## src/rtl/fft_pkg.sv

```systemverilog
// fft_pkg: shared FFT frame constants, complex sample type and bit-reversal helper
package fft_pkg;
  localparam int N = 16;
  localparam int LOG2N = 4;
  localparam int DW = 16;
  typedef logic [LOG2N-1:0] idx_t;
  typedef struct packed {
    logic signed [DW-1:0] re;
    logic signed [DW-1:0] im;
  } cplx_t;
  function automatic idx_t bitrev(input idx_t a);
    idx_t r;
    for (int i = 0; i < LOG2N; i++) r[i] = a[LOG2N-1-i];
    return r;
  endfunction
endpackage

```

## src/rtl/fft_pingpong_ram.sv

```systemverilog
// fft_pingpong_ram: two banks of N complex samples, one sync write port and one async read port
module fft_pingpong_ram
  import fft_pkg::*;
(
  input  logic  clk,
  input  logic  we_i,
  input  logic  wbank_i,
  input  idx_t  waddr_i,
  input  cplx_t wdata_i,
  input  logic  rbank_i,
  input  idx_t  raddr_i,
  output cplx_t rdata_o
);
  cplx_t mem_q [2*N];
  // store one sample into the selected bank; storage needs no reset
  always_ff @(posedge clk) if (we_i) mem_q[{wbank_i, waddr_i}] <= wdata_i;
  assign rdata_o = mem_q[{rbank_i, raddr_i}];
endmodule

```

## src/rtl/fft_out_reorder.sv

```systemverilog
// fft_out_reorder: ping-pong buffer turning bit-reversed FFT frames into natural order; FFT_REORDER_LAST_EN adds out_last
module fft_out_reorder
  import fft_pkg::*;
(
  input  logic          clk,
  input  logic          reset,
  input  logic          in_push,
  input  logic [DW-1:0] in_real,
  input  logic [DW-1:0] in_imag,
  output logic          in_stall,
  output logic          out_push,
  output logic [DW-1:0] out_real,
  output logic [DW-1:0] out_imag,
`ifdef FFT_REORDER_LAST_EN
  output logic          out_last,
`endif
  input  logic          out_stall
);
  idx_t       wcnt_q, wcnt_d, rcnt_q, rcnt_d;
  logic       wsel_q, wsel_d, rsel_q, rsel_d;
  logic [1:0] full_q, full_d;
  logic       push_q, ld, wr, rd, wr_end, rd_end;
  cplx_t      rdata, out_q;
  assign in_stall = full_q[wsel_q];
  assign wr       = in_push && !in_stall;
  assign ld       = !push_q || !out_stall;
  assign rd       = ld && full_q[rsel_q];
  assign wr_end   = wr && wcnt_q == idx_t'(N-1);
  assign rd_end   = rd && rcnt_q == idx_t'(N-1);
  fft_pingpong_ram u_ram (
    .clk    (clk),
    .we_i   (wr),
    .wbank_i(wsel_q),
    .waddr_i(bitrev(wcnt_q)),
    .wdata_i(cplx_t'{re: in_real, im: in_imag}),
    .rbank_i(rsel_q),
    .raddr_i(rcnt_q),
    .rdata_o(rdata)
  );
  // counters wrap naturally at N; writer sets and reader clears full flags, always on different banks
  always_comb begin
    wcnt_d = wcnt_q + idx_t'(wr);
    rcnt_d = rcnt_q + idx_t'(rd);
    wsel_d = wsel_q ^ wr_end;
    rsel_d = rsel_q ^ rd_end;
    full_d = ({wsel_q, !wsel_q} & {2{wr_end}}) | (full_q & ~({rsel_q, !rsel_q} & {2{rd_end}}));
  end
  // bank bookkeeping state
  always_ff @(posedge clk or posedge reset)
    if (reset) begin
      wcnt_q <= '0;
      rcnt_q <= '0;
      wsel_q <= 1'b0;
      rsel_q <= 1'b0;
      full_q <= '0;
    end else begin
      wcnt_q <= wcnt_d;
      rcnt_q <= rcnt_d;
      wsel_q <= wsel_d;
      rsel_q <= rsel_d;
      full_q <= full_d;
    end
  // output register: reloads whenever empty or drained, otherwise holds under stall
  always_ff @(posedge clk or posedge reset)
    if (reset) begin
      push_q <= 1'b0;
      out_q  <= '0;
    end else if (ld) begin
      push_q <= full_q[rsel_q];
      if (rd) out_q <= rdata;
    end
`ifdef FFT_REORDER_LAST_EN
  logic last_q;
  // frame-end marker travels with the sample in the output register
  always_ff @(posedge clk or posedge reset)
    if (reset) last_q <= 1'b0;
    else if (ld) last_q <= rd_end;
  assign out_last = last_q;
`endif
  assign out_push = push_q;
  assign out_real = out_q.re;
  assign out_imag = out_q.im;
endmodule

```

## config.mk

```make
export PLATFORM = sky130hd
export DESIGN_NAME = fft_out_reorder
export DESIGN_NICKNAME = d
export VERILOG_FILES = /design/src/rtl/fft_pkg.sv /design/src/rtl/fft_pingpong_ram.sv /design/src/rtl/fft_out_reorder.sv
export SDC_FILE = /design/constraint.sdc
export NUM_CORES = 1
export LEC_CHECK = 0
export ABC_AREA = 0
export CAP_MARGIN = 20
export CORE_AREA = 2 2 264 240
export CTS_BUF_LIST = sky130_fd_sc_hd__clkbuf_16
export CTS_CLUSTER_DIAMETER = 50
export DETAILED_ROUTE_END_ITERATION = 6
export DIE_AREA = 0 0 266 242
export MAX_ROUTING_LAYER = met4
export PLACE_DENSITY_LB_ADDON = 0.15
export SYNTH_ARGS = -nofsm -noshare
export SYNTH_HDL_FRONTEND = slang
export SYNTH_SLANG_ARGS = --single-unit
```

## constraint.sdc

```tcl
create_clock -name clk -period 7.5 [get_ports clk]
set_input_delay 1.5 -clock clk [delete_from_list [all_inputs] [get_ports clk]]
set_output_delay 1.5 -clock clk [all_outputs]
set_load 0.05 [all_outputs]
```

## Word-level counts from Yosys, hierarchy flattened

Memories as Yosys holds them, arrays and structs flattened. A register that Yosys moved wholly into a read port is not among the register bits.
Cells that the tools add are included.

- Bits in registers: 13
- Bits in writable memories: 1024
- Input bits: 36
- Memories kept: 1
- Word-level logic and storage cells: 37

Memories:

| memory | depth | bits a word | read ports | clocked after Yosys merged registers in | wr ports | RTL line | text |
|---|---|---|---|---|---|---|---|
| u_ram.mem_q | 32 | 32 | 1 | 1 | 1 | fft_pingpong_ram.sv:14 | `cplx_t mem_q [2*N];` |

- Order comparisons: 2
- $add $sub $neg: 2
- Muxes and demuxes: 6
- Eq/ne operators: 2
- Bitwise gates (word level): 7
- Reductions and logical operators: 11

Operators with widths:

| operator | number |
|---|---|
| adder 4 x 1 -> 4 bit | 2 |
| == test 4 bit (second input constant) | 2 |
| AND 2 bit | 3 |
| two-way mux 1 bit | 6 |
| logical NOT 1 bit | 5 |
| logical AND 1 bit | 4 |
| < comparator 1 x 2 -> 1 bit (second input constant) | 2 |
| inverter 2 bit | 1 |
| OR 2 bit | 1 |
| AND reduction 2 bit | 1 |
| XOR 1 bit | 2 |
| logical OR 1 bit | 1 |

## Longest topological paths before layout

Gate-level depths: netlist of the first run.

- Word-level depth: 8
- Depth in mapped cells: 10

## Modules after synthesis

A second synthesis of the first run with hierarchy kept.

- Cell total of the unflattened synthesis: 2345
- Area, all modules: 41763.8 sq um

Modules (own cells, without submodules):

| module | cells each | seq. area each (sq um) | area an instance (sq um) | instances |
|---|---|---|---|---|
| fft_pingpong_ram | 2228 | 30749.5 | 39844.5 | 1 |
| fft_out_reorder | 117 | 1126.1 | 1919.3 | 1 |

## Worst setup path after synthesis of the first run

OpenSTA, ideal clock, no wires.

- Kind: input to register
- Start: input in_push
- End: memory u_ram.mem_q[12][0] (netlist name) (enable)
- Setup slack: 3316 ps
- Library setup time: 421 ps
- Buffers on the path: 2
- Stages: 5
- Arrival: 3763 ps
- Cells stage by stage: and2_1 > clkbuf_1 > or3b_2 > clkbuf_1 > nor2_1

- Cells in the longest elaborated chain, start to end: 3

Ends and longest elaborated chain:

| element | RTL line | text |
|---|---|---|
| start: declaration | fft_out_reorder.sv:7 | `input logic in_push,` |
| logical AND 1 bit | fft_out_reorder.sv:25 | `assign wr = in_push && !in_stall;` |
| two-way mux 1 bit | fft_pingpong_ram.sv:16 | `always_ff @(posedge clk) if (we_i) mem_q[{wbank_i, waddr_i}] <= wdata_i;` |
| two-way mux 1 bit (not written as such) | fft_pingpong_ram.sv:16 |  |
| end: declaration | fft_pingpong_ram.sv:14 |  |

Every way passes these cells.

## Worst setup path in the final report of the first run

- Start: register wsel_q
- End: output in_stall

- Cells in the longest elaborated chain, start to end: 2

Ends and longest elaborated chain:

| element | RTL line | text |
|---|---|---|
| start: declaration | fft_out_reorder.sv:20 | `logic wsel_q, wsel_d, rsel_q, rsel_d;` |
| start signal: assignment | fft_out_reorder.sv:59 | `wsel_q <= wsel_d;` |
| two-way mux 1 bit (not written as such) (2 in a row) | fft_out_reorder.sv:24 | `assign in_stall = full_q[wsel_q];` |
| end: declaration | fft_out_reorder.sv:10 | `output logic in_stall,` |

Every way passes these cells. The select of a mux whose other input is x is not followed.

==> impl_metrics.json, run 1 <==
{
  "status": "finished, violations left",
  "violations": "DRC",
  "grt_pass1_wl_um": 142000,
  "finalWorstPathRequiredPeriod_ns": 4.05,
  "cp_data_arrival_time_ns": 2.55,
  "worstHoldStart": "out_real[8]$_DFFE_PP0P_",
  "first_iter_violations": 2939,
  "drt-vias-per-instance": 6.99,
  "min_path_cells": 2,
  "timing.critical_path.slowest_stage_cell": "sky130_fd_sc_hd__clkdlybuf4s50_1",
  "ctsLongestPathBuffers": 3,
  "tritoncts_num_sinks": 1069,
  "post_cts_hold_buffer_count": 0,
  "synth_top_area_share": 0.752,
  "mappedNetlistNets": 2056,
  "synthFlopType": "sky130_fd_sc_hd__edfxtp_1",
  "ys_seq_area_frac": 0.780,
  "max_slew.worst_pin.slew_ns": 1.10,
  "hold_viol": 0,
  "floorplan.die.width_um": 266,
  "design_area_um2": 46000,
  "yosysWarningCount": 0,
  "finalHoldWorstSlack_ns": 0.535,
  "dr_total_vias": 21000,
  "syn_inst": 2012,
  "fill_cells": 3465,
  "hp-class": "reg2reg",
  "crit_fanout": 7,
  "clk-insertion-delay-late_ns": 0.66,
  "reg2reg_from": "wsel_q$_DFF_PP0_",
  "grt_setup_unrepaired": "false",
  "total_leakage_power_nw": 14.8,
  "synth.most_common_cell": "sky130_fd_sc_hd__edfxtp_1",
  "layout-area-overhead-vs-synth_pct": 12.6,
  "ys_types": 33,
  "tritoncts": "built",
  "final_layout_size_suffix_gt1_frac": 0.214,
  "count_of_flip_flops_with_a_built_in_enable_after_synthesis": 1024,
  "ys_ff_latch": 1069,
  "timing.max_cap.violations": 0,
  "vias_in_the_first_global_route": 20100,
  "tritoncts.num_buffers": 104,
  "final_weighted_congestion_of_routability_driven_global_placement": 0.872,
  "cts.htree.levels": 3,
  "synth_area_um2": 40900,
  "drc_errors_left": 4,
  "fp.dieH_um": 242,
  "place_inst": 2807,
  "final-max-slew-violation-count": 0,
  "final_cell_count_no_fill": 3011,
  "synth_async_sr_flop_share": 0.0421,
  "postSynthAreaPerCell_um2": 20.3,
  "worst_path_clk_slew_ns": 0.06,
  "worstSetupEndpointType": "output pin",
  "cts_root_buf": "sky130_fd_sc_hd__clkbuf_16",
  "finalSetupViolCount": 0,
  "grt_max_degree": 119,
  "gr-total-overflow": 0,
  "placed_area_um2": 42500,
  "logic_depth_of_the_worst_register_to_register_path": 4,
  "die_area_um2": 64400,
  "post-cts-setup-buffers": 0,
  "cts_resized": 0,
  "setup_crit_start_kind": "register",
  "worst-endpoint-required_ns": 6.00,
  "dp_hpwl_um": 57500,
  "peak_clock_frequency_supported_by_timing_mhz": 247,
  "detail-route-antenna-nets": 0,
  "cpLargestDelayFamily": "buffers and inverters",
  "first_pass_iters": 7,
  "critical_path_buf_inv_count": 2,
  "port-buffer-count": 69,
  "peak_supply_drop_uv": 322,
  "critical_path_class": "reg2out",
  "final.setup.tns_ns": 0,
  "rr_endpoint": "u_ram.mem_q[27][31]$_DFFE_PP_",
  "yosys-top-cells-area": "sky130_fd_sc_hd__edfxtp_1 75%, sky130_fd_sc_hd__mux4_2 8.8%, sky130_fd_sc_hd__mux2i_1 3.2%",
  "synth_common_cells": "1,024 x sky130_fd_sc_hd__edfxtp_1, 160 x sky130_fd_sc_hd__mux4_2, 129 x sky130_fd_sc_hd__mux2i_1",
  "drt_wl_total_um": 99400,
  "detail_route.wl_per_cell_um": 33.0,
  "rows": 87,
  "effective_utilization_at_floorplan": 0.661,
  "r2r_slack_ns": 3.92,
  "powerDensity_nw_per_um2": 373,
  "core-area_um2": 61800,
  "nets": 2169,
  "hold_path_end": "out_real[8]$_DFFE_PP0P_",
  "io_pins": 70,
  "synth_largest_area_cell": "sky130_fd_sc_hd__edfxtp_1",
  "timing.slew.headroom": 0.262,
  "worstPathCellList": "mux2i_1, inv_1, clkdlybuf4s50_1",
  "finClkSkew_ns": 0.0191,
  "grt_util_all_layers": 0.323,
  "antenna_violations_before_repair": 6,
  "timing.critical_path.slowest_cell_delay_ns": 0.75,
  "timing.final.crit_share": 0.540
}
cells in the final DEF, fill, tap and decap left out, drive strengths merged, types with 39 or more instances in the layout:
cell type         n
mux2             65
clkdlybuf4s50    59
mux2i           129
o22ai            96
nand2            40
inv              42
nor2             98
clkbuf          105
dfrtp            45
edfxtp         1024
clkinv           39
buf              63
mux4            160
worst register-to-register path, delay by kind of cell, from the launching register on:
family	cells	cell delay, ns
DFF	1	0.45
muxes	1	0.49
and+or+nand+nor	3	2.22
per-stage QoR:
| step | setup WS (ns) | util | total power, mW |
|---|---|---|---|
| CTS | 3.47 | 0.739 | 17.1 |
| floorplan | 3.32 | - | 10.5 |
| detailed placement | 2.84 | 0.687 | 12.3 |
| global placement | 2.98 | 0.687 | 12.2 |
| global route | 3.41 | 0.744 | 17.7 |
| finish | 3.45 | 0.744 | 17.1 |
report_power, final:
| group | total [mW] | switching (mW) | internal, mW |
|---|---|---|---|
| registers | 7.36 | 0.396 | 6.96 |
| clock network | 4.91 | 2.14 | 2.77 |
| logic | 4.88 | 3.04 | 1.83 |
logic make-up (layout without fill, tap and decap cells):
| kind of cell | count (synthesis) | count (layout) | synth area share |
|---|---|---|---|
| other cells | 0 | 1 | 0 |
| xor+xnor | 4 | 4 | 0.000857 |
| flops | 1069 | 1069 | 0.780 |
| simple gates | 258 | 258 | 0.0310 |
| fa+ha+maj | 8 | 8 | 0.00245 |
| mux | 354 | 354 | 0.138 |
| compound gates | 194 | 194 | 0.0317 |
| buf+inv | 125 | 322 | 0.0163 |
area by class of cell:
cell class                      instances  area (µm²)  share of cell area
Sequential cell                      1069       31900               0.693
Multi-Input combinational cell        818        8580               0.187
Clock buffer                          105        2630              0.0571
Timing Repair Buffer                  122        1270              0.0277
Tap cell                              801        1000              0.0218
Clock inverter                         85         583              0.0127
Inverter                               10        37.5            0.000816
Antenna cell                            1        2.50           0.0000544
layer usage:
layer / part of all wire / GRT usage / vias up
met4: 0.020 / 0.0643 / 0
met2: 0.46 / 0.456 / 1315
met1: 0.40 / 0.498 / 11100
li1: - / - / 8519
met3: 0.12 / 0.0742 / 133
met5: 0 / - / -
flip-flops by register name, summed over array words and instances, names as in the netlist:
register and cells:
full_q 2, out_real 16, out_imag 16, u_ram.mem_q 1024, rsel_q 1, wcnt_q 4
rcnt_q 4, out_push 1, wsel_q 1
how the worst max path moves through the flow:
stage	startpoint	to	slack (ns)	cells past startpoint
finish	wsel_q$_DFF_PP0_	in_stall	3.45	3
global route	in_push	u_ram.mem_q[19][17]$_DFFE_PP_	3.41	4
detailed placement	in_push	u_ram.mem_q[25][19]$_DFFE_PP_	2.84	4
CTS	wsel_q$_DFF_PP0_	in_stall	3.47	3
floorplan	in_push	u_ram.mem_q[12][0]$_DFFE_PP_	3.32	5
global placement	in_push	u_ram.mem_q[30][19]$_DFFE_PP_	2.98	4
No activity file was read; power rests on OpenSTA's default activity.
==> run 2: changes to the inputs <==
--- a/config.mk
+++ b/config.mk
@@ -7,11 +7,11 @@
 export LEC_CHECK = 0
 export ABC_AREA = 0
 export CAP_MARGIN = 20
-export CORE_AREA = 2 2 264 240
+export CORE_AREA = 2 2 274 249
 export CTS_BUF_LIST = sky130_fd_sc_hd__clkbuf_16
 export CTS_CLUSTER_DIAMETER = 50
 export DETAILED_ROUTE_END_ITERATION = 6
-export DIE_AREA = 0 0 266 242
+export DIE_AREA = 0 0 276 251
 export MAX_ROUTING_LAYER = met4
 export PLACE_DENSITY_LB_ADDON = 0.15
 export SYNTH_ARGS = -nofsm -noshare
==> constraint.sdc (replaced) <==
create_clock -name clk -period 3.9 [get_ports clk]
set_input_delay 0.78 -clock clk [delete_from_list [all_inputs] [get_ports clk]]
set_output_delay 0.78 -clock clk [all_outputs]
set_load 0.05 [all_outputs]
==> run 2 against run 1 <==
The run still ends with DRC left. Sequential power up 90%. Routed wire length is 2.1% higher. Count of clock-buffer cells in the layout increased by 6. Register-to-register slack lost 2.9 ns. Sequential cell count is the same. Largest power group unchanged. First-iteration DRC count rose by 0.31%. Final area is 2.5% higher. Clock power up 96%. Sequential share of layout area shrank 1.7 points. Critical path depth unchanged.
==> impl_metrics.json, run 2 (synthesis gave the netlist of run 1 again) <==
{
  "status": "finished, violations left",
  "timing.critical_path.slowest_stage_cell": "sky130_fd_sc_hd__clkdlybuf4s50_1",
  "peak_supply_drop_uv": 590,
  "core-area_um2": 66400,
  "drc_errors_left": 2,
  "cp_data_arrival_time_ns": 2.29,
  "most-common-layout-cells": "1,024 x sky130_fd_sc_hd__edfxtp_1, 160 x sky130_fd_sc_hd__mux4_2, 129 x sky130_fd_sc_hd__mux2i_1, 115 x sky130_fd_sc_hd__clkbuf_16, 96 x sky130_fd_sc_hd__o22ai_1",
  "finalWorstPathRequiredPeriod_ns": 3.07,
  "final.setup.tns_ns": 0,
  "worst-endpoint-required_ns": 3.12,
  "cpLargestDelayFamily": "buffers and inverters",
  "drt_wl_total_um": 101000,
  "cts.htree.levels": 3,
  "dp_hpwl_um": 56900,
  "port-buffer-count": 69,
  "die_area_um2": 69300,
  "total_leakage_power_nw": 15.4,
  "clk-insertion-delay-late_ns": 0.66,
  "finalSetupViolCount": 0,
  "effective_utilization_at_floorplan": 0.615,
  "post-route-util": 0.709,
  "max_slew.worst_pin.slew_ns": 1.07,
  "layout-area-overhead-vs-synth_pct": 15.3,
  "vias_in_the_first_global_route": 20900,
  "final-max-slew-violation-count": 0,
  "layout_commonest_cell": "sky130_fd_sc_hd__edfxtp_1",
  "regMostFlops": "u_ram.mem_q",
  "violations": "DRC",
  "timing.slew.headroom": 0.282,
  "cts_root_buf": "sky130_fd_sc_hd__clkbuf_16",
  "grt_util_all_layers": 0.304,
  "tritoncts.num_buffers": 106,
  "tritoncts": "built",
  "grt_max_degree": 73,
  "finClkSkew_ns": 0.0185,
  "post_cts_hold_buffer_count": 0,
  "timing.final.crit_share": 0.787,
  "floorplan.die.width_um": 276,
  "detail-route-antenna-nets": 0,
  "r2r_slack_ns": 0.99,
  "powerDensity_nw_per_um2": 701,
  "critical_path_class": "reg2out",
  "hp-class": "reg2reg",
  "gr-total-overflow": 0,
  "first_pass_iters": 7,
  "final_weighted_congestion_of_routability_driven_global_placement": 0.816,
  "rows": 90,
  "timing.critical_path.slowest_cell_delay_ns": 0.73,
  "fp.dieH_um": 251,
  "cts_resized": 0,
  "critical_path_buf_inv_count": 2,
  "detail_route.wl_per_cell_um": 32.1,
  "worstSetupEndpointType": "output pin",
  "ctsLongestPathBuffers": 3,
  "worst_path_clk_slew_ns": 0.06,
  "io_pins": 70,
  "setup_crit_start_kind": "register",
  "post-cts-setup-buffers": 0,
  "worstPathCellList": "mux2i_1, inv_1, clkdlybuf4s50_1",
  "antenna_violations_before_repair": 0,
  "hold_viol": 0,
  "crit_fanout": 7,
  "timing.max_cap.violations": 0,
  "tritoncts_num_sinks": 1069,
  "nets": 2236,
  "first_iter_violations": 2948,
  "max_ffs_per_register": 1024,
  "dr_total_vias": 21100,
  "peak_clock_frequency_supported_by_timing_mhz": 326,
  "drt-vias-per-instance": 6.67,
  "grt_setup_unrepaired": "false",
  "antenna_cells_inserted": 0,
  "final_layout_size_suffix_gt1_frac": 0.235,
  "grt_pass1_wl_um": 145000
}
run 2: cell count changes in the layout (fill, tap and decap cells not counted), moves of 10 or more:
| cell | previous run | this run |
|---|---|---|
| sky130_fd_sc_hd__clkbuf_16 | 105 | 115 |
| sky130_fd_sc_hd__buf_4 | 36 | 73 |
| sky130_fd_sc_hd__buf_16 | 3 | 13 |
| sky130_fd_sc_hd__buf_2 | 10 | 0 |
| sky130_fd_sc_hd__clkdlybuf4s50_1 | 59 | 69 |
| sky130_fd_sc_hd__buf_12 | 14 | 24 |
run 2: layout make-up:
cell class,instances,area [µm²]
multi-input combinational,818,8590
inverter,10,37.5
clock buffer,111,2780
timing repair buffer,187,2240
sequential,1069,31900
tap,874,1090
clock inverter,86,515
fill,3960,19300
run 2: final timing paths:
kind | startpoint | endpoint | depth (start not counted)
hold reg to reg | out_real[5]$_DFFE_PP0P_ | out_real[5]$_DFFE_PP0P_ | 2
setup / recovery | wsel_q$_DFF_PP0_ | in_stall | 3
hold / removal | out_real[5]$_DFFE_PP0P_ | out_real[5]$_DFFE_PP0P_ | 2
min in group asynchronous | reset | out_real[13]$_DFFE_PP0P_ | 2
setup reg to reg | rcnt_q[1]$_DFF_PP0_ | out_real[4]$_DFFE_PP0P_ | 5
max in group asynchronous | reset | out_real[11]$_DFFE_PP0P_ | 3
run 2: routing by layer:
layer / GRT usage / share of wire / vias to the layer above
li1: - / - / 8649
met1: 0.429 / 0.40 / 10900
met2: 0.449 / 0.47 / 1326
met3: 0.0780 / 0.11 / 166
met4: 0.0854 / 0.027 / 0
met5: - / 0 / -
run 2: power breakdown:
group / leakage, nW / total [mW] / switching [mW] / internal [mW]
Sequential: 9.76 / 14.0 / 0.607 / 13.4
Clock: 1.70 / 9.61 / 4.21 / 5.39
Combinational: 3.91 / 9.44 / 5.71 / 3.73
Total: 15.4 / 33.0 / 10.5 / 22.5
run 2: per-stage QoR:
step | total power, mW | cells | worst slack (ns) | hold WS, ns | instance area [µm²]
after global placement | 23.3 | 2937 | 0.677 | 0.505 | 43300
after CTS | 33.0 | 3134 | 0.799 | 0.525 | 46600
after global routing | 34.1 | 3155 | 0.724 | 0.552 | 47100
after floorplan | 20.3 | 2012 | 0.436 | 0.477 | 40900
after detailed placement | 23.5 | 2937 | 0.655 | 0.511 | 43300
final | 33.0 | 3155 | 0.829 | 0.525 | 47100
run 2: tightest hold or removal path, delay by kind of cell, from the launching register on:
kind               cells  cell delay [ns]
AOI/OAI and AO/OA      1             0.08
DFF                    1             0.36
and+or+nand+nor        1             0.05
==> run 3: changes to the inputs <==
--- a/config.mk
+++ b/config.mk
@@ -7,11 +7,11 @@
 export LEC_CHECK = 0
 export ABC_AREA = 0
 export CAP_MARGIN = 20
-export CORE_AREA = 2 2 274 249
+export CORE_AREA = 2 2 288 262
 export CTS_BUF_LIST = sky130_fd_sc_hd__clkbuf_16
 export CTS_CLUSTER_DIAMETER = 50
 export DETAILED_ROUTE_END_ITERATION = 6
-export DIE_AREA = 0 0 276 251
+export DIE_AREA = 0 0 290 264
 export MAX_ROUTING_LAYER = met4
 export PLACE_DENSITY_LB_ADDON = 0.15
 export SYNTH_ARGS = -nofsm -noshare
==> constraint.sdc (replaced) <==
create_clock -name clk -period 2.7 [get_ports clk]
set_input_delay 0.54 -clock clk [delete_from_list [all_inputs] [get_ports clk]]
set_output_delay 0.54 -clock clk [all_outputs]
set_load 0.05 [all_outputs]
==> run 3 against run 2 <==
The run now ends clean. Clock skew down 0.0046 ns. Routed wire length fell by 1.6%. Final area increased by 2.5%. Die area is 11% higher. Register-to-register slack worse by 0.73 ns. Critical path depth shrank 2.
==> impl_metrics.json, run 3 (synthesis gave the netlist of run 1 again) <==
{
  "cts.htree.levels": 3,
  "tritoncts_num_sinks": 1069,
  "timing.max_cap.violations": 0,
  "max_ffs_per_register": 1024,
  "status": "finished, final reports clean",
  "hold_viol": 0,
  "finClkSkew_ns": 0.0139,
  "detail-route-antenna-nets": 0,
  "gr-total-overflow": 0,
  "drt-vias-per-instance": 6.26,
  "critical_path_buf_inv_count": 1,
  "layout-area-overhead-vs-synth_pct": 18.3,
  "drc_errors_left": 0,
  "clk-insertion-delay-late_ns": 0.67,
  "detail_route.wl_per_cell_um": 29.9,
  "setup_crit_start_kind": "register",
  "io_pins": 70,
  "finalSetupViolCount": 0,
  "cp_data_arrival_time_ns": 2.00,
  "grt_pass1_wl_um": 145000,
  "worst-endpoint-required_ns": 2.16,
  "final_layout_size_suffix_gt1_frac": 0.267,
  "seq_area_um2": 31900,
  "setup_slack_ns": 0.157,
  "regMostFlops": "u_ram.mem_q",
  "grt_setup_unrepaired": "false",
  "dp_hpwl_um": 61400,
  "drt_wl_total_um": 99800,
  "multiInputGateArea_um2": 8590,
  "post-layout-total-power_mw": 50.6,
  "core-area_um2": 73800,
  "hp-class": "in2async",
  "most-common-layout-cells": "1,024 x sky130_fd_sc_hd__edfxtp_1, 160 x sky130_fd_sc_hd__mux4_2, 129 x sky130_fd_sc_hd__mux2i_1, 126 x sky130_fd_sc_hd__buf_4, 111 x sky130_fd_sc_hd__clkbuf_16",
  "timing.slew.headroom": 0.536,
  "antenna_violations_before_repair": 2,
  "timing.critical_path.slowest_cell_delay_ns": 0.85,
  "first_pass_iters": 5,
  "dr_total_vias": 20900,
  "powerDensity_nw_per_um2": 1050,
  "max_slew.worst_pin.slew_ns": 0.695,
  "rows": 95,
  "floorplan.die.width_um": 290,
  "tritoncts": "built",
  "cpLargestDelayFamily": "buffers and inverters",
  "timing.critical_path.slowest_stage_cell": "sky130_fd_sc_hd__clkdlybuf4s50_1",
  "final_weighted_congestion_of_routability_driven_global_placement": 0.882,
  "worst_path_clk_slew_ns": 0.06,
  "worstPathCellList": "clkdlybuf4s50_1",
  "placement.setup.worst_slack_ns": 0.0443,
  "finalHoldWorstSlack_ns": 0.198,
  "tritoncts.num_buffers": 110,
  "total_leakage_power_nw": 15.9,
  "peak_supply_drop_uv": 698,
  "worstSetupEndpointType": "output pin",
  "timing.final.crit_share": 0.942,
  "cts_root_buf": "sky130_fd_sc_hd__clkbuf_16",
  "grt_util_all_layers": 0.273,
  "peak_clock_frequency_supported_by_timing_mhz": 393,
  "fp.dieH_um": 264,
  "fill_cells": 4804,
  "layout_commonest_cell": "sky130_fd_sc_hd__edfxtp_1",
  "nets": 2311,
  "die_area_um2": 76600,
  "finalWorstPathRequiredPeriod_ns": 2.54,
  "effective_utilization_at_floorplan": 0.554,
  "vias_in_the_first_global_route": 20900,
  "post-cts-setup-buffers": 0,
  "port-buffer-count": 69,
  "critical_path_class": "reg2out",
  "final.setup.tns_ns": 0,
  "ctsLongestPathBuffers": 3,
  "first_iter_violations": 2569,
  "final-max-slew-violation-count": 0,
  "cts_resized": 1,
  "post_cts_hold_buffer_count": 0,
  "crit_fanout": 2,
  "grt_max_degree": 70
}
run 3: worst paths after layout:
kind / endpoint / cells after the start / from / slack, ns
min reg2reg: out_imag[11]$_DFFE_PP0P_ / 2 / out_imag[11]$_DFFE_PP0P_ / 0.53
max in group asynchronous: out_imag[8]$_DFFE_PP0P_ / 3 / reset / 1.84
max: out_real[2] / 1 / out_real[2]$_DFFE_PP0P_ / 0.16
min: out_real[10]$_DFFE_PP0P_ / 2 / reset / 0.20
max reg2reg: out_imag[8]$_DFFE_PP0P_ / 6 / rcnt_q[2]$_DFF_PP0_ / 0.26
min in group clk: out_imag[11]$_DFFE_PP0P_ / 2 / out_imag[11]$_DFFE_PP0P_ / 0.53
run 3: where the power goes:
group / switching [mW] / total [mW] / internal, mW
clock: 6.26 / 15.2 / 8.96
combinational: 9.04 / 15.3 / 6.28
sequential: 0.689 / 20.0 / 19.3
total: 16.0 / 50.6 / 34.6
run 3: cell type report:
| cell class | count | share of cell area |
|---|---|---|
| Multi-Input combinational cell | 818 | 0.178 |
| Sequential cell | 1069 | 0.660 |
| Clock buffer | 111 | 0.0575 |
| Clock inverter | 98 | 0.0192 |
| Tap cell | 970 | 0.0251 |
| Antenna cell | 1 | 0.0000518 |
| Timing Repair Buffer | 258 | 0.0599 |
| Inverter | 10 | 0.000777 |
run 3: layer usage:
metal,global-route usage,vias up,wire (µm)
li1,-,8816,-
met1,0.397,10900,42000
met2,0.378,1069,44100
met3,0.0932,146,12000
met4,0.0577,0,1750
met5,-,-,0
run 3: metrics by stage:
stage / cell area (µm²) / instances / util
floorplan: 40900 / 2012 / -
CTS: 48300 / 3334 / 0.655
finish: 48300 / 3335 / 0.655
global route: 48300 / 3335 / 0.655
detailed placement: 44600 / 3125 / 0.605
global placement: 44600 / 3125 / 0.605
